File: src/rtl/ttt_pkg.sv
// Shared encodings for the tic-tac-toe datapath: board cell codes, players
// and the turn controller state machine.
package ttt_pkg;

    localparam int NUM_SQUARES = 9;

    localparam logic [1:0] POS_EMPTY = 2'b00;
    localparam logic [1:0] POS_P1    = 2'b01;
    localparam logic [1:0] POS_P2    = 2'b10;

    typedef enum logic {
        PLAYER_P1 = 1'b0,
        PLAYER_P2 = 1'b1
    } player_t;

    typedef enum logic [2:0] {
        ST_WAIT   = 3'd0,
        ST_CHECK  = 3'd1,
        ST_ISSUE  = 3'd2,
        ST_SETTLE = 3'd3,
        ST_DONE   = 3'd4
    } state_t;

endpackage

File: src/rtl/turn_controller_if.sv
// Player-input / board-readback / write-strobe bundle between the switch
// front end, turn_controller and position_tracker.
interface turn_controller_if;
    import ttt_pkg::*;

    logic [NUM_SQUARES-1:0] sel;
    logic                   confirm;
    logic [1:0]             pos0, pos1, pos2, pos3, pos4, pos5, pos6, pos7, pos8;
    logic                   game_over;
    logic [NUM_SQUARES-1:0] p1_en;
    logic [NUM_SQUARES-1:0] p2_en;
    logic                   move_check;
    logic                   turn;
    logic                   invalid;
    logic [3:0]             move_count;
    logic                   board_full;

    modport master (
        output sel, confirm, game_over,
        output pos0, pos1, pos2, pos3, pos4, pos5, pos6, pos7, pos8,
        input  p1_en, p2_en, move_check, turn, invalid, move_count, board_full
    );

    modport slave (
        input  sel, confirm, game_over,
        input  pos0, pos1, pos2, pos3, pos4, pos5, pos6, pos7, pos8,
        output p1_en, p2_en, move_check, turn, invalid, move_count, board_full
    );

endinterface

File: src/rtl/move_validator.sv
// Combinational legality check of a square selection against the board.
// Cells coded 11 count as occupied.
module move_validator
    import ttt_pkg::*;
(
    input  logic [NUM_SQUARES-1:0] i_sel,
    input  logic [1:0]             i_pos0,
    input  logic [1:0]             i_pos1,
    input  logic [1:0]             i_pos2,
    input  logic [1:0]             i_pos3,
    input  logic [1:0]             i_pos4,
    input  logic [1:0]             i_pos5,
    input  logic [1:0]             i_pos6,
    input  logic [1:0]             i_pos7,
    input  logic [1:0]             i_pos8,
    output logic                   o_onehot_ok,
    output logic                   o_square_free
);

    logic [NUM_SQUARES-1:0] w_occupied;

    assign w_occupied = {i_pos8 != POS_EMPTY, i_pos7 != POS_EMPTY, i_pos6 != POS_EMPTY,
                         i_pos5 != POS_EMPTY, i_pos4 != POS_EMPTY, i_pos3 != POS_EMPTY,
                         i_pos2 != POS_EMPTY, i_pos1 != POS_EMPTY, i_pos0 != POS_EMPTY};

    // x & (x-1) clears the lowest set bit, so it is zero only for 0 or one-hot
    assign o_onehot_ok   = (i_sel != '0) && ((i_sel & (i_sel - 1'b1)) == '0);
    assign o_square_free = ((i_sel & w_occupied) == '0);

endmodule

File: src/rtl/turn_controller.sv
// Turns a confirmed square selection into one-cycle p1_en/p2_en/move_check
// strobes for position_tracker, alternating players until the game ends.
module turn_controller
    import ttt_pkg::*;
#(
    parameter bit FIRST_PLAYER = 1'b0,
    parameter int MAX_MOVES    = 9
)(
    input  logic              clk,
    input  logic              reset,
    turn_controller_if.slave  bus
);

    localparam logic [3:0] MAX_CNT = 4'(MAX_MOVES);

    state_t                 r_state;
    state_t                 w_next;
    logic [NUM_SQUARES-1:0] r_sel_q;
    logic                   r_turn;
    logic [3:0]             r_count;
    logic                   r_board_full;
    logic [NUM_SQUARES-1:0] r_p1_en;
    logic [NUM_SQUARES-1:0] r_p2_en;
    logic                   r_move_check;
    logic                   r_invalid;

    logic                   w_onehot_ok;
    logic                   w_square_free;
    logic                   w_load_sel;
    logic                   w_issue;
    logic                   w_reject;
    logic                   w_advance;
    logic [3:0]             w_count_inc;

    move_validator u_validator (
        .i_sel         (r_sel_q),
        .i_pos0        (bus.pos0),
        .i_pos1        (bus.pos1),
        .i_pos2        (bus.pos2),
        .i_pos3        (bus.pos3),
        .i_pos4        (bus.pos4),
        .i_pos5        (bus.pos5),
        .i_pos6        (bus.pos6),
        .i_pos7        (bus.pos7),
        .i_pos8        (bus.pos8),
        .o_onehot_ok   (w_onehot_ok),
        .o_square_free (w_square_free)
    );

    assign w_count_inc = r_count + 4'd1;

    always_comb begin
        w_next     = r_state;
        w_load_sel = 1'b0;
        w_issue    = 1'b0;
        w_reject   = 1'b0;
        w_advance  = 1'b0;
        case (r_state)
            ST_WAIT: begin
                if (bus.game_over) begin
                    w_next = ST_DONE;
                end else if (bus.confirm) begin
                    w_next     = ST_CHECK;
                    w_load_sel = 1'b1;
                end
            end
            ST_CHECK: begin
                if (w_onehot_ok && w_square_free) begin
                    w_next  = ST_ISSUE;
                    w_issue = 1'b1;
                end else begin
                    w_next   = ST_WAIT;
                    w_reject = 1'b1;
                end
            end
            ST_ISSUE: w_next = ST_SETTLE;
            ST_SETTLE: begin
                w_advance = 1'b1;
                w_next    = ((w_count_inc == MAX_CNT) || bus.game_over) ? ST_DONE : ST_WAIT;
            end
            ST_DONE: w_next = ST_DONE;
            default: w_next = ST_WAIT;
        endcase
    end

    always_ff @(posedge clk or posedge reset) begin
        if (reset) begin
            r_state <= ST_WAIT;
            r_sel_q <= '0;
        end else begin
            r_state <= w_next;
            if (w_load_sel) r_sel_q <= bus.sel;
        end
    end

    // Strobes are registered on the CHECK->ISSUE edge so they coincide with ISSUE
    always_ff @(posedge clk or posedge reset) begin
        if (reset) begin
            r_p1_en      <= '0;
            r_p2_en      <= '0;
            r_move_check <= 1'b0;
            r_invalid    <= 1'b0;
        end else begin
            r_p1_en      <= (w_issue && (r_turn == PLAYER_P1)) ? r_sel_q : '0;
            r_p2_en      <= (w_issue && (r_turn == PLAYER_P2)) ? r_sel_q : '0;
            r_move_check <= w_issue;
            r_invalid    <= w_reject;
        end
    end

    always_ff @(posedge clk or posedge reset) begin
        if (reset) begin
            r_turn       <= FIRST_PLAYER;
            r_count      <= '0;
            r_board_full <= 1'b0;
        end else if (w_advance) begin
            r_turn       <= ~r_turn;
            r_count      <= w_count_inc;
            r_board_full <= (w_count_inc == MAX_CNT);
        end
    end

    assign bus.p1_en      = r_p1_en;
    assign bus.p2_en      = r_p2_en;
    assign bus.move_check = r_move_check;
    assign bus.invalid    = r_invalid;
    assign bus.turn       = r_turn;
    assign bus.move_count = r_count;
    assign bus.board_full = r_board_full;

endmodule

File: src/flat_wrapper.sv
// flat-port wrapper written by rule: the top's interface ports become plain ports
module turn_controller_flat import ttt_pkg::*;
#(
    parameter bit FIRST_PLAYER = 1'b0,
    parameter int MAX_MOVES    = 9
)
  (clk, reset, bus_sel, bus_confirm, bus_game_over, bus_pos0, bus_pos1, bus_pos2, bus_pos3, bus_pos4, bus_pos5, bus_pos6, bus_pos7, bus_pos8, bus_p1_en, bus_p2_en, bus_move_check, bus_turn, bus_invalid, bus_move_count, bus_board_full);
  turn_controller_if bus_i ();
  input  logic clk;
  input  logic reset;
  input wire logic [$bits(bus_i.sel)-1:0] bus_sel;
  input wire logic [$bits(bus_i.confirm)-1:0] bus_confirm;
  input wire logic [$bits(bus_i.game_over)-1:0] bus_game_over;
  input wire logic [$bits(bus_i.pos0)-1:0] bus_pos0;
  input wire logic [$bits(bus_i.pos1)-1:0] bus_pos1;
  input wire logic [$bits(bus_i.pos2)-1:0] bus_pos2;
  input wire logic [$bits(bus_i.pos3)-1:0] bus_pos3;
  input wire logic [$bits(bus_i.pos4)-1:0] bus_pos4;
  input wire logic [$bits(bus_i.pos5)-1:0] bus_pos5;
  input wire logic [$bits(bus_i.pos6)-1:0] bus_pos6;
  input wire logic [$bits(bus_i.pos7)-1:0] bus_pos7;
  input wire logic [$bits(bus_i.pos8)-1:0] bus_pos8;
  output wire logic [$bits(bus_i.p1_en)-1:0] bus_p1_en;
  output wire logic [$bits(bus_i.p2_en)-1:0] bus_p2_en;
  output wire logic [$bits(bus_i.move_check)-1:0] bus_move_check;
  output wire logic [$bits(bus_i.turn)-1:0] bus_turn;
  output wire logic [$bits(bus_i.invalid)-1:0] bus_invalid;
  output wire logic [$bits(bus_i.move_count)-1:0] bus_move_count;
  output wire logic [$bits(bus_i.board_full)-1:0] bus_board_full;
  assign bus_i.sel = bus_sel;
  assign bus_i.confirm = bus_confirm;
  assign bus_i.game_over = bus_game_over;
  assign bus_i.pos0 = bus_pos0;
  assign bus_i.pos1 = bus_pos1;
  assign bus_i.pos2 = bus_pos2;
  assign bus_i.pos3 = bus_pos3;
  assign bus_i.pos4 = bus_pos4;
  assign bus_i.pos5 = bus_pos5;
  assign bus_i.pos6 = bus_pos6;
  assign bus_i.pos7 = bus_pos7;
  assign bus_i.pos8 = bus_pos8;
  assign bus_p1_en = bus_i.p1_en;
  assign bus_p2_en = bus_i.p2_en;
  assign bus_move_check = bus_i.move_check;
  assign bus_turn = bus_i.turn;
  assign bus_invalid = bus_i.invalid;
  assign bus_move_count = bus_i.move_count;
  assign bus_board_full = bus_i.board_full;
  turn_controller #(.FIRST_PLAYER(FIRST_PLAYER), .MAX_MOVES(MAX_MOVES)) u_core (.clk(clk), .reset(reset), .bus(bus_i));
endmodule
File: config.mk
export PLATFORM = sky130hd
export DESIGN_NAME = turn_controller_flat
export DESIGN_NICKNAME = d
export VERILOG_FILES = /design/src/rtl/ttt_pkg.sv /design/src/rtl/turn_controller_if.sv /design/src/rtl/move_validator.sv /design/src/rtl/turn_controller.sv /design/src/flat_wrapper.sv
export SDC_FILE = /design/constraint.sdc
export NUM_CORES = 1
export LEC_CHECK = 0
export ABC_AREA = 1
export BUFFER_PORTS_ARGS = -buffer_cell sky130_fd_sc_hd__buf_2
export CAP_MARGIN = 30
export CORE_MARGIN = 1.5
export CORE_UTILIZATION = 30
export CTS_CLUSTER_SIZE = 10
export DETAILED_ROUTE_END_ITERATION = 7
export PLACE_DENSITY_LB_ADDON = 0.15
export SYNTH_ARGS = -nofsm -noshare
export SYNTH_HDL_FRONTEND = slang
export SYNTH_HIERARCHICAL = 1
export SYNTH_SLANG_ARGS = --single-unit
File: constraint.sdc
create_clock -name clk -period 2.3 [get_ports clk]
set_input_delay 0.115 -clock clk [delete_from_list [all_inputs] [get_ports clk]]
set_output_delay 0.115 -clock clk [all_outputs]
set_load 0.1 [all_outputs]
Yosys cells after proc, flatten, opt, wreduce, memory -nomap -nowiden
Cells that the tools add are included.

storage, ports and cells
  register bits after elaboration = 38

cells by class
  bitwise operators = 3
  $add $sub $neg = 2
  eq/ne operators = 6
  reduce and logical (&&, ||, !) cells = 18
  mux-type cells = 15

operators by type and width
  operator                                                               number
  9-bit bitwise AND                                                      2
  9-bit zero test                                                        2
  9-bit two-way mux                                                      2
  2-bit nonzero test                                                     9
  3-bit case mux with 5 select lines                                     1
  3-bit two-way mux                                                      3
  9-bit nonzero test                                                     1
  9-bit by 1-bit subtractor with 9-bit output, second input constant     1
  1-bit two-way mux                                                      8
  3-bit by 2-bit equality test with 1-bit output, second input constant  2
  4-bit by 1-bit adder with 4-bit output, second input constant          1
  4-bit equality test, second input constant                             1
  1-bit logical AND                                                      4
  3-bit by 1-bit equality test with 1-bit output, second input constant  1
  3-bit equality test, second input constant                             1
  3-bit zero test                                                        1
  3-bit != test, second input constant                                   1
  2-bit two-way mux                                                      1
  1-bit logical OR                                                       1
  1-bit NOT                                                              1

Logic depth before layout (Yosys ltp)
Gate-level depths: netlist of the first run.

  depth after elaboration = 9
  gate-level depth with buffers = 11

Hierarchy
Netlist of the first run, hierarchy kept.

by module, submodules not included
  module           cells an instance  area an instance (um^2)  instances
  turn_controller  147                1468.9                   1
  move_validator   50                 224.0                    1

Least setup slack after synthesis of the first run
Ideal clock, no wire load.

  path type = register to register
  start point = register u_core.r_count[1] (netlist: u_core/bus.move_count[1])
  end point = register u_core.r_board_full (netlist: u_core/bus.board_full)
  setup time = 0.068 ns
  path slack = 0.582 ns
  period minus slack after synthesis = 1.718 ns
  data required time = 2.232 ns
  data arrival time = 1.650 ns
  stages on the path, launching flop included = 8
  path buffers = 0
  path through = dfrtp_1 > ha_1 > inv_1 > nand2_1 > nand2_1 > nor2_1 > nand3_1 > nand2_1

on the way
  longest elaborated chain between the ends = 2

RTL lines
  what                                    line                    source
  start, declared                         turn_controller.sv:20   logic [3:0] r_count;
  start signal, assigned                  turn_controller.sv:118  r_count <= w_count_inc;
  4-bit by 1-bit adder with 4-bit output  turn_controller.sv:50   assign w_count_inc = r_count + 4'd1;
  4-bit equality test                     turn_controller.sv:119  r_board_full <= (w_count_inc == MAX_CNT);
  end signal, assigned                    turn_controller.sv:119
  end, declared                           turn_controller.sv:21   logic r_board_full;

Every way passes these cells.
A chain may end at the register's enable or synchronous reset.

Worst setup path after layout of the first run
  start point = register u_core.r_sel_q[1]
  end point = register u_core.r_p1_en[0] (netlist: u_core/bus.p1_en[0])

on the way
  longest elaborated chain between the ends = 9
  elaborated cells between the ends (all ways) = 12

RTL lines
  what                                         line                    source
  start, declared                              turn_controller.sv:18   logic [NUM_SQUARES-1:0] r_sel_q;
  start signal, assigned                       turn_controller.sv:92   if (w_load_sel) r_sel_q <= bus.sel;
  9-bit by 1-bit subtractor with 9-bit output  move_validator.sv:27    assign o_onehot_ok = (i_sel != '0) && ((i_sel & (i_sel - 1'b1)) == '0);
  9-bit bitwise AND                            move_validator.sv:27
  9-bit zero test                              move_validator.sv:27
  1-bit logical AND *                          move_validator.sv:27
  net u_core.w_onehot_ok                       turn_controller.sv:27   logic w_onehot_ok;
  1-bit logical AND *                          turn_controller.sv:68   if (w_onehot_ok && w_square_free) begin
  1-bit two-way mux *                          turn_controller.sv:68
  1-bit two-way mux *                          turn_controller.sv:58   case (r_state)
  net u_core.w_issue                           turn_controller.sv:30   logic w_issue;
  1-bit logical AND *                          turn_controller.sv:104  r_p1_en <= (w_issue && (r_turn == PLAYER_P1)) ? r_sel_q : '0;
  9-bit two-way mux *                          turn_controller.sv:104
  end signal, assigned                         turn_controller.sv:104
  end, declared                                turn_controller.sv:22   logic [NUM_SQUARES-1:0] r_p1_en;

Mark *: on every way through the listed nets, which the timed path passes. The rest lies on a longest branch.

==> impl_metrics.toml, run 1 <==
[status]
status = "finished clean"

[synthesis]
postSynthAreaPerCell_um2 = 8.59
synthTopCellsByCount = "nand2_1, dfrtp_1, nor2_1, inv_1, nand3_1"
yosys.cell_count.top_type = "nand2_1"
synthFlopType = "dfrtp_1"
ys_warn_count = 6
netlist_instances = 197
synth_edf_count = 0
syn-cell-area_mm2 = 0.00169
synth_seq_cells = 38
async_flop_share = 1.00
synth_nets = 230
seq_area_frac_synth = 0.562
synth_top_area_frac = 0.562
yosys.area.top_type = "dfrtp_1"
synthTopCellsByArea = "dfrtp_1, nand2_1, nor2_1"
synth_cell_type_count = 22

[power_and_ir_drop]
p_leak_nw = 1.27
p_switching_w = 0.000662
worst_ir_drop_vdd_uv = 327
powerDensity_mw_per_mm2 = 930
clock_power_share = 0.340
p_sw_frac = 0.322
p_comb_frac = 0.233
p_int_w = 0.00139
seqPwrFrac = 0.427

[worst_hold_path]
hold_depth = 3
hold_start = "bus_sel[8]"
hp-class = "input port to flip-flop"

[sta]
skew_ps = 7.72
hold_viol = 0
setup-tns-final_ps = 0
setup-violations-final = 0
finalCriticalPeriod_ps = 1610
tightest_slew_ps = 497
relSlewSlack = 0.671
drv_slew = 0
timing.final.crit_share = 0.702
rsz0062_at_grt = "no"
max_freq_mhz = 619

[layout]
fin_util = 0.404
multi_input_area_um2 = 613
drive_gt1_frac = 0.318
area_growth_pct = 30.5
fillCellCount = 583
diodes = 0
regArea_um2 = 951
nNetsFinal = 293

[critical_path]
start_kind = "flip-flop"
cp-end-kind = "flip-flop"
r2r-end = "u_core/bus.p1_en[0]"
rr_worst_depth = 11
path_cells = "nor2_2 > nand2_2 > clkinv_2 > nand2_1 > nand2_1 > nand2_1 > nor2_1 > nand2_1 > nor2_4 > nand2_4 > nor2_1"
crit_top_cell = "nand2_1"
r2r_setup_slack_ps = 690
worstPathRequired_ps = 2520
slowest_stage = "dfrtp_1"
cp_max_fo = 9
r2r_start = "u_core/r_sel_q[1]"
timing.critical_path.to = "u_core/bus.p1_en[0]"
crit_type = "flip-flop to flip-flop"
cp.arrival_ps = 1830
slowest_delay_ps = 460
crit_start = "u_core/r_sel_q[1]"

[floorplan]
num_rows = 27
die-area_mm2 = 0.00610
initial_utilization = 0.309
die_y_um = 78.1
die_w_um = 78.1
ios = 57
core-area_mm2 = 0.00547

[global_routing]
grt_max_degree = 39
grt_pass1_vias = 1294
overflow = 0
grt_use_total = 0.127
antenna_found_initial = 0
grt_pass1_wl_mm = 5.97

[cts]
cts_sinks = 38
h-tree-depth = 2
cts_max_path_buffers = 2
cts_root_buffer = "clkbuf_8"
cts_tree = "built"
cts_hold_buffers = 1
clkTransAtPathRegs_ps = 80
insertion_delay_ps = 290
post_cts_resized = 0
numCtsBuffers = 5
postCtsSetupRepairBufs = 0

[placed_design]
place.port_buffers = 56
gp_congestion = 0.730
hpwl_mm = 2.74

[detailed_routing]
ant_nets = 0
vias_per_cell = 4.14
firstDrtPassIters = 4
drtIter0Drc = 46
via_count = 1378
finalWirelength_mm = 3.57
routedWlPerCell_um = 10.7
drcViolationCount = 0

[flow_run]
maxCapViolCount = 0
[cell type report]
class,count,share of cell area
clock buffer,6,0.0374
clock inverter,2,0.0272
inverter,30,0.0516
multi-input combinational,127,0.278
sequential,38,0.431
tap,72,0.0408
timing repair buffer,58,0.135
[flip-flops by register name, indices dropped and copies added, names as in the netlist]
register	flops
u_core/bus.move_count	4
u_core/bus.p2_en	9
u_core/bus.turn	1
u_core/bus.p1_en	9
u_core/bus.invalid	1
u_core/r_state	3
u_core/r_sel_q	9
u_core/bus.move_check	1
u_core/bus.board_full	1
[power by group through the flow]
| stage | combinational (W) | sequential (W) | clock (W) |
|---|---|---|---|
| floorplan | 0.000371 | 0.000863 | 0 |
| global placement | 0.000482 | 0.000889 | 0 |
| detailed placement | 0.000483 | 0.000890 | 0 |
| CTS | 0.000486 | 0.000877 | 0.000716 |
| global route | 0.000571 | 0.000896 | 0.000747 |
| finish | 0.000479 | 0.000877 | 0.000697 |
[per-stage QoR]
step	hold slack [ps]	std cells	instance area, µm²	setup WS [ps]	power (W)
final	45.5	333	2210	686	0.00205
after global routing	47.5	333	2210	437	0.00221
after CTS	39.3	333	2210	667	0.00208
after detailed placement	256	324	2060	689	0.00137
after global placement	257	324	2060	689	0.00137
after floorplan	260	197	1690	582	0.00123
[kinds of logic (layout without fill, tap and decap cells)]
| kind of cell | count (synthesis) | count (layout) | share of synthesized area |
|---|---|---|---|
| compound gates | 15 | 15 | 0.0443 |
| buf+inv | 32 | 96 | 0.0761 |
| flops | 38 | 38 | 0.562 |
| fa+ha+maj | 2 | 2 | 0.0148 |
| xor+xnor | 2 | 2 | 0.0103 |
| simple gates | 108 | 108 | 0.293 |
[routing by layer]
layer | GRT usage | part of all wire
met1 | 0.173 | 0.48
met2 | 0.189 | 0.45
met3 | 0.0337 | 0.049
met4 | 0.0536 | 0.016
met5 | 0 | 0
[worst max-delay path, delay by kind of cell (launching register included)]
| family | cells | cell delay, ps |
|---|---|---|
| buffers and inverters | 1 | 60 |
| DFF | 1 | 460 |
| and+or+nand+nor | 10 | 1020 |
[layout by cell type, fill, tap and decap left out, drive strengths merged]
cell,n
buf,57
nand2,55
dfrtp,38
nor2,32
inv,29
nand3,16
o21ai,13
clkbuf,6
bufinv,2
xor2,2
a21oi,2
ha,2
and2,2
dlygate4sd3,1
nand4,1
clkinv,1
nand3b,1
nor3,1
[how the worst min path moves through the flow]
stage	endpoint	slack, ps
finish	u_core/r_sel_q[8]	50
global route	u_core/r_sel_q[8]	50
CTS	u_core/r_sel_q[8]	40
detailed placement	u_core/bus.move_count[3]	260
global placement	u_core/bus.move_count[3]	260
floorplan	u_core/r_sel_q[8]	260
Power figures use the tool's default switching activity.
==> inputs of run 2 (changes only) <==
--- a/config.mk
+++ b/config.mk
@@ -5,7 +5,7 @@
 export SDC_FILE = /design/constraint.sdc
 export NUM_CORES = 1
 export LEC_CHECK = 0
-export ABC_AREA = 1
+export ABC_AREA = 0
 export BUFFER_PORTS_ARGS = -buffer_cell sky130_fd_sc_hd__buf_2
 export CAP_MARGIN = 30
 export CORE_MARGIN = 1.5
==> constraint.sdc (replaced) <==
create_clock -name clk -period 1.31 [get_ports clk]
set_input_delay 0.0655 -clock clk [delete_from_list [all_inputs] [get_ports clk]]
set_output_delay 0.0655 -clock clk [all_outputs]
set_load 0.1 [all_outputs]
==> impl_metrics.toml, run 2 <==
[placed_design]
gp_congestion = 0.781
hpwl_mm = 2.81
pre_cts_ws_ps = -706
place.port_buffers = 56

[sta]
tightest_slew_ps = 495
setup-violations-final = 31
hold_viol = 0
finalCriticalPeriod_ps = 1970
timing.final.crit_share = 1.51
max_freq_mhz = 507
setup_ws_ps = -663
skew_ps = 5.86
rsz0062_at_grt = "yes"
drv_slew = 0
relSlewSlack = 0.672

[power_and_ir_drop]
powerDensity_mw_per_mm2 = 1530
worst_ir_drop_vdd_uv = 647
p_leak_nw = 1.33
finalPower_w = 0.00392

[global_routing]
grt_pass1_vias = 1357
grt_max_degree = 39
antenna_found_initial = 0
grt_use_total = 0.148
grt_pass1_wl_mm = 6.64
overflow = 0

[critical_path]
slowest_delay_ps = 420
worst-path-buf-inv = 1
path_cells = "nor4_4 > xnor2_1 > or3_4 > a31oi_4 > nand4_1 > buf_6 > nor2_4 > and2_1"
rr_worst_depth = 8
path_delay_family = "simple AND/OR/NAND/NOR gates"
cp-end-kind = "flip-flop"
crit_type = "flip-flop to flip-flop"
critical_path_cell_count = 8
slowest_stage = "dfrtp_2"
cp_max_fo = 5
cp.arrival_ps = 2200
start_kind = "flip-flop"
worstPathRequired_ps = 1540

[layout]
mostFrequentLayoutCell = "buf_2"
drive_gt1_frac = 0.543
area_growth_pct = 57.8
diodes = 0
nNetsFinal = 264
mostFrequentLayoutCells = "buf_2, dfrtp_1, buf_4"

[detailed_routing]
via_count = 1336
ant_nets = 0
drtIter0Drc = 82
drcViolationCount = 0
finalWirelength_mm = 4.07
firstDrtPassIters = 3
routedWlPerCell_um = 13.5
vias_per_cell = 4.42

[floorplan]
die-area_mm2 = 0.00586
ios = 57
die_w_um = 76.6
initial_utilization = 0.314
die_y_um = 76.6
core-area_mm2 = 0.00517
num_rows = 26

[synthesis]
synth_seq_cells = 38
seq_area_frac_synth = 0.586
yosys.area.top_type = "dfrtp_1"
async_flop_share = 1.00
synth_edf_count = 0
synthFlopType = "dfrtp_1"
syn-cell-area_mm2 = 0.00162
netlist_instances = 131
yosys.cell_count.top_type = "dfrtp_1"
synthTopCellsByArea = "dfrtp_1, mux2_4, and2_1"
synth_nets = 164
synth_top_area_frac = 0.586
postSynthAreaPerCell_um2 = 12.4
ys_warn_count = 6
synthTopCellsByCount = "dfrtp_1, o21ai_0, and2_1, and3_1, mux2_4"
synth_cell_type_count = 31

[flow_run]
maxCapViolCount = 0

[cts]
insertion_delay_ps = 290
h-tree-depth = 2
cts_root_buffer = "clkbuf_8"
numCtsBuffers = 5
clkTransAtPathRegs_ps = 80
cts_tree = "built"
cts_sinks = 38
cts_max_path_buffers = 2

[worst_hold_path]
hold_depth = 2
hp-class = "input port to flip-flop"

[status]
violations = "setup timing"
status = "finished, violations left"
run 2: cell count changes in the layout (fill, tap and decap cells not counted), sizes merged, moves of 13 or more:
cell	before	now
nand2	55	6
buf	57	84
inv	29	5
nor2	32	9
nand3	16	3
run 2: kinds of logic (layout without fill, tap and decap cells):
group           count (synthesis)  count (layout)  share of synthesized area
simple gates                   49              50                      0.186
flops                          38              38                      0.586
compound gates                 17              17                     0.0578
mux                             9               9                     0.0833
buf+inv                         8             108                     0.0278
xor+xnor                        7               7                     0.0378
fa+ha+maj                       3               3                     0.0216
run 2: what timing repair did:
item | 4_1_cts | 5_1_grt
gates resized for setup | 10 | 10
hold buffers | 6 | 4
buffers inserted | 5 | 4
cloned | 2 | 0
endpoints found under the setup margin | 32 | 34
pin swaps | 11 | 9
hold endpoints to repair | 43 | 4
run 2: worst register-to-register path, stage by stage (launching register included):
cell and delay [ps]:
dfrtp_2 420, nor4_4 300, xnor2_1 110, or3_4 350
a31oi_4 160, nand4_1 140, buf_6 180, nor2_4 110
and2_1 140
run 2: per-stage QoR:
stage                     TNS, ps  utilization  std cells  area, µm²  hold slack [ps]
after floorplan            -10720            -        131       1660              190
after global placement     -12590        0.421        276       2180              195
after detailed placement   -14160        0.421        276       2180              199
after CTS                  -14030        0.477        296       2470            0.502
after global routing       -15930        0.495        302       2560             25.9
final                      -13720        0.495        302       2560             26.0
run 2: worst paths after layout:
check	start	to	slack, ps
min in group asynchronous	reset	u_core/bus.move_count[2]	420
worst min-delay path	bus_game_over	u_core/r_state[2]	30
worst max register to register	u_core/r_sel_q[3]	u_core/bus.p1_en[7]	-660
worst max-delay path	u_core/r_sel_q[3]	u_core/bus.p1_en[7]	-660
worst min register to register	u_core/bus.move_count[3]	u_core/bus.move_count[3]	480
max in group asynchronous	reset	u_core/bus.turn	510
run 2: layer usage:
layer | global-route usage | share of wire | vias to the layer above
li1 | - | - | 652
met1 | 0.178 | 0.42 | 635
met2 | 0.247 | 0.51 | 42
met3 | 0.0419 | 0.049 | 7
met4 | 0.0648 | 0.021 | 0
met5 | 0 | 0 | -
run 2: power by group:
| group | switching [W] | leakage [nW] | internal (W) |
|---|---|---|---|
| clock | 0.000418 | 0.0683 | 0.000763 |
| combinational | 0.000607 | 0.759 | 0.000669 |
| sequential | 0.000155 | 0.502 | 0.00131 |
| total | 0.00118 | 1.33 | 0.00274 |
run 2: cell type report:
class | instances | area, µm²
Fill cell | 470 | 2610
Sequential cell | 38 | 966
Clock buffer | 5 | 68.8
Multi-Input combinational cell | 86 | 707
Inverter | 5 | 23.8
Clock inverter | 3 | 68.8
Timing Repair Buffer | 95 | 639
Tap cell | 70 | 87.6
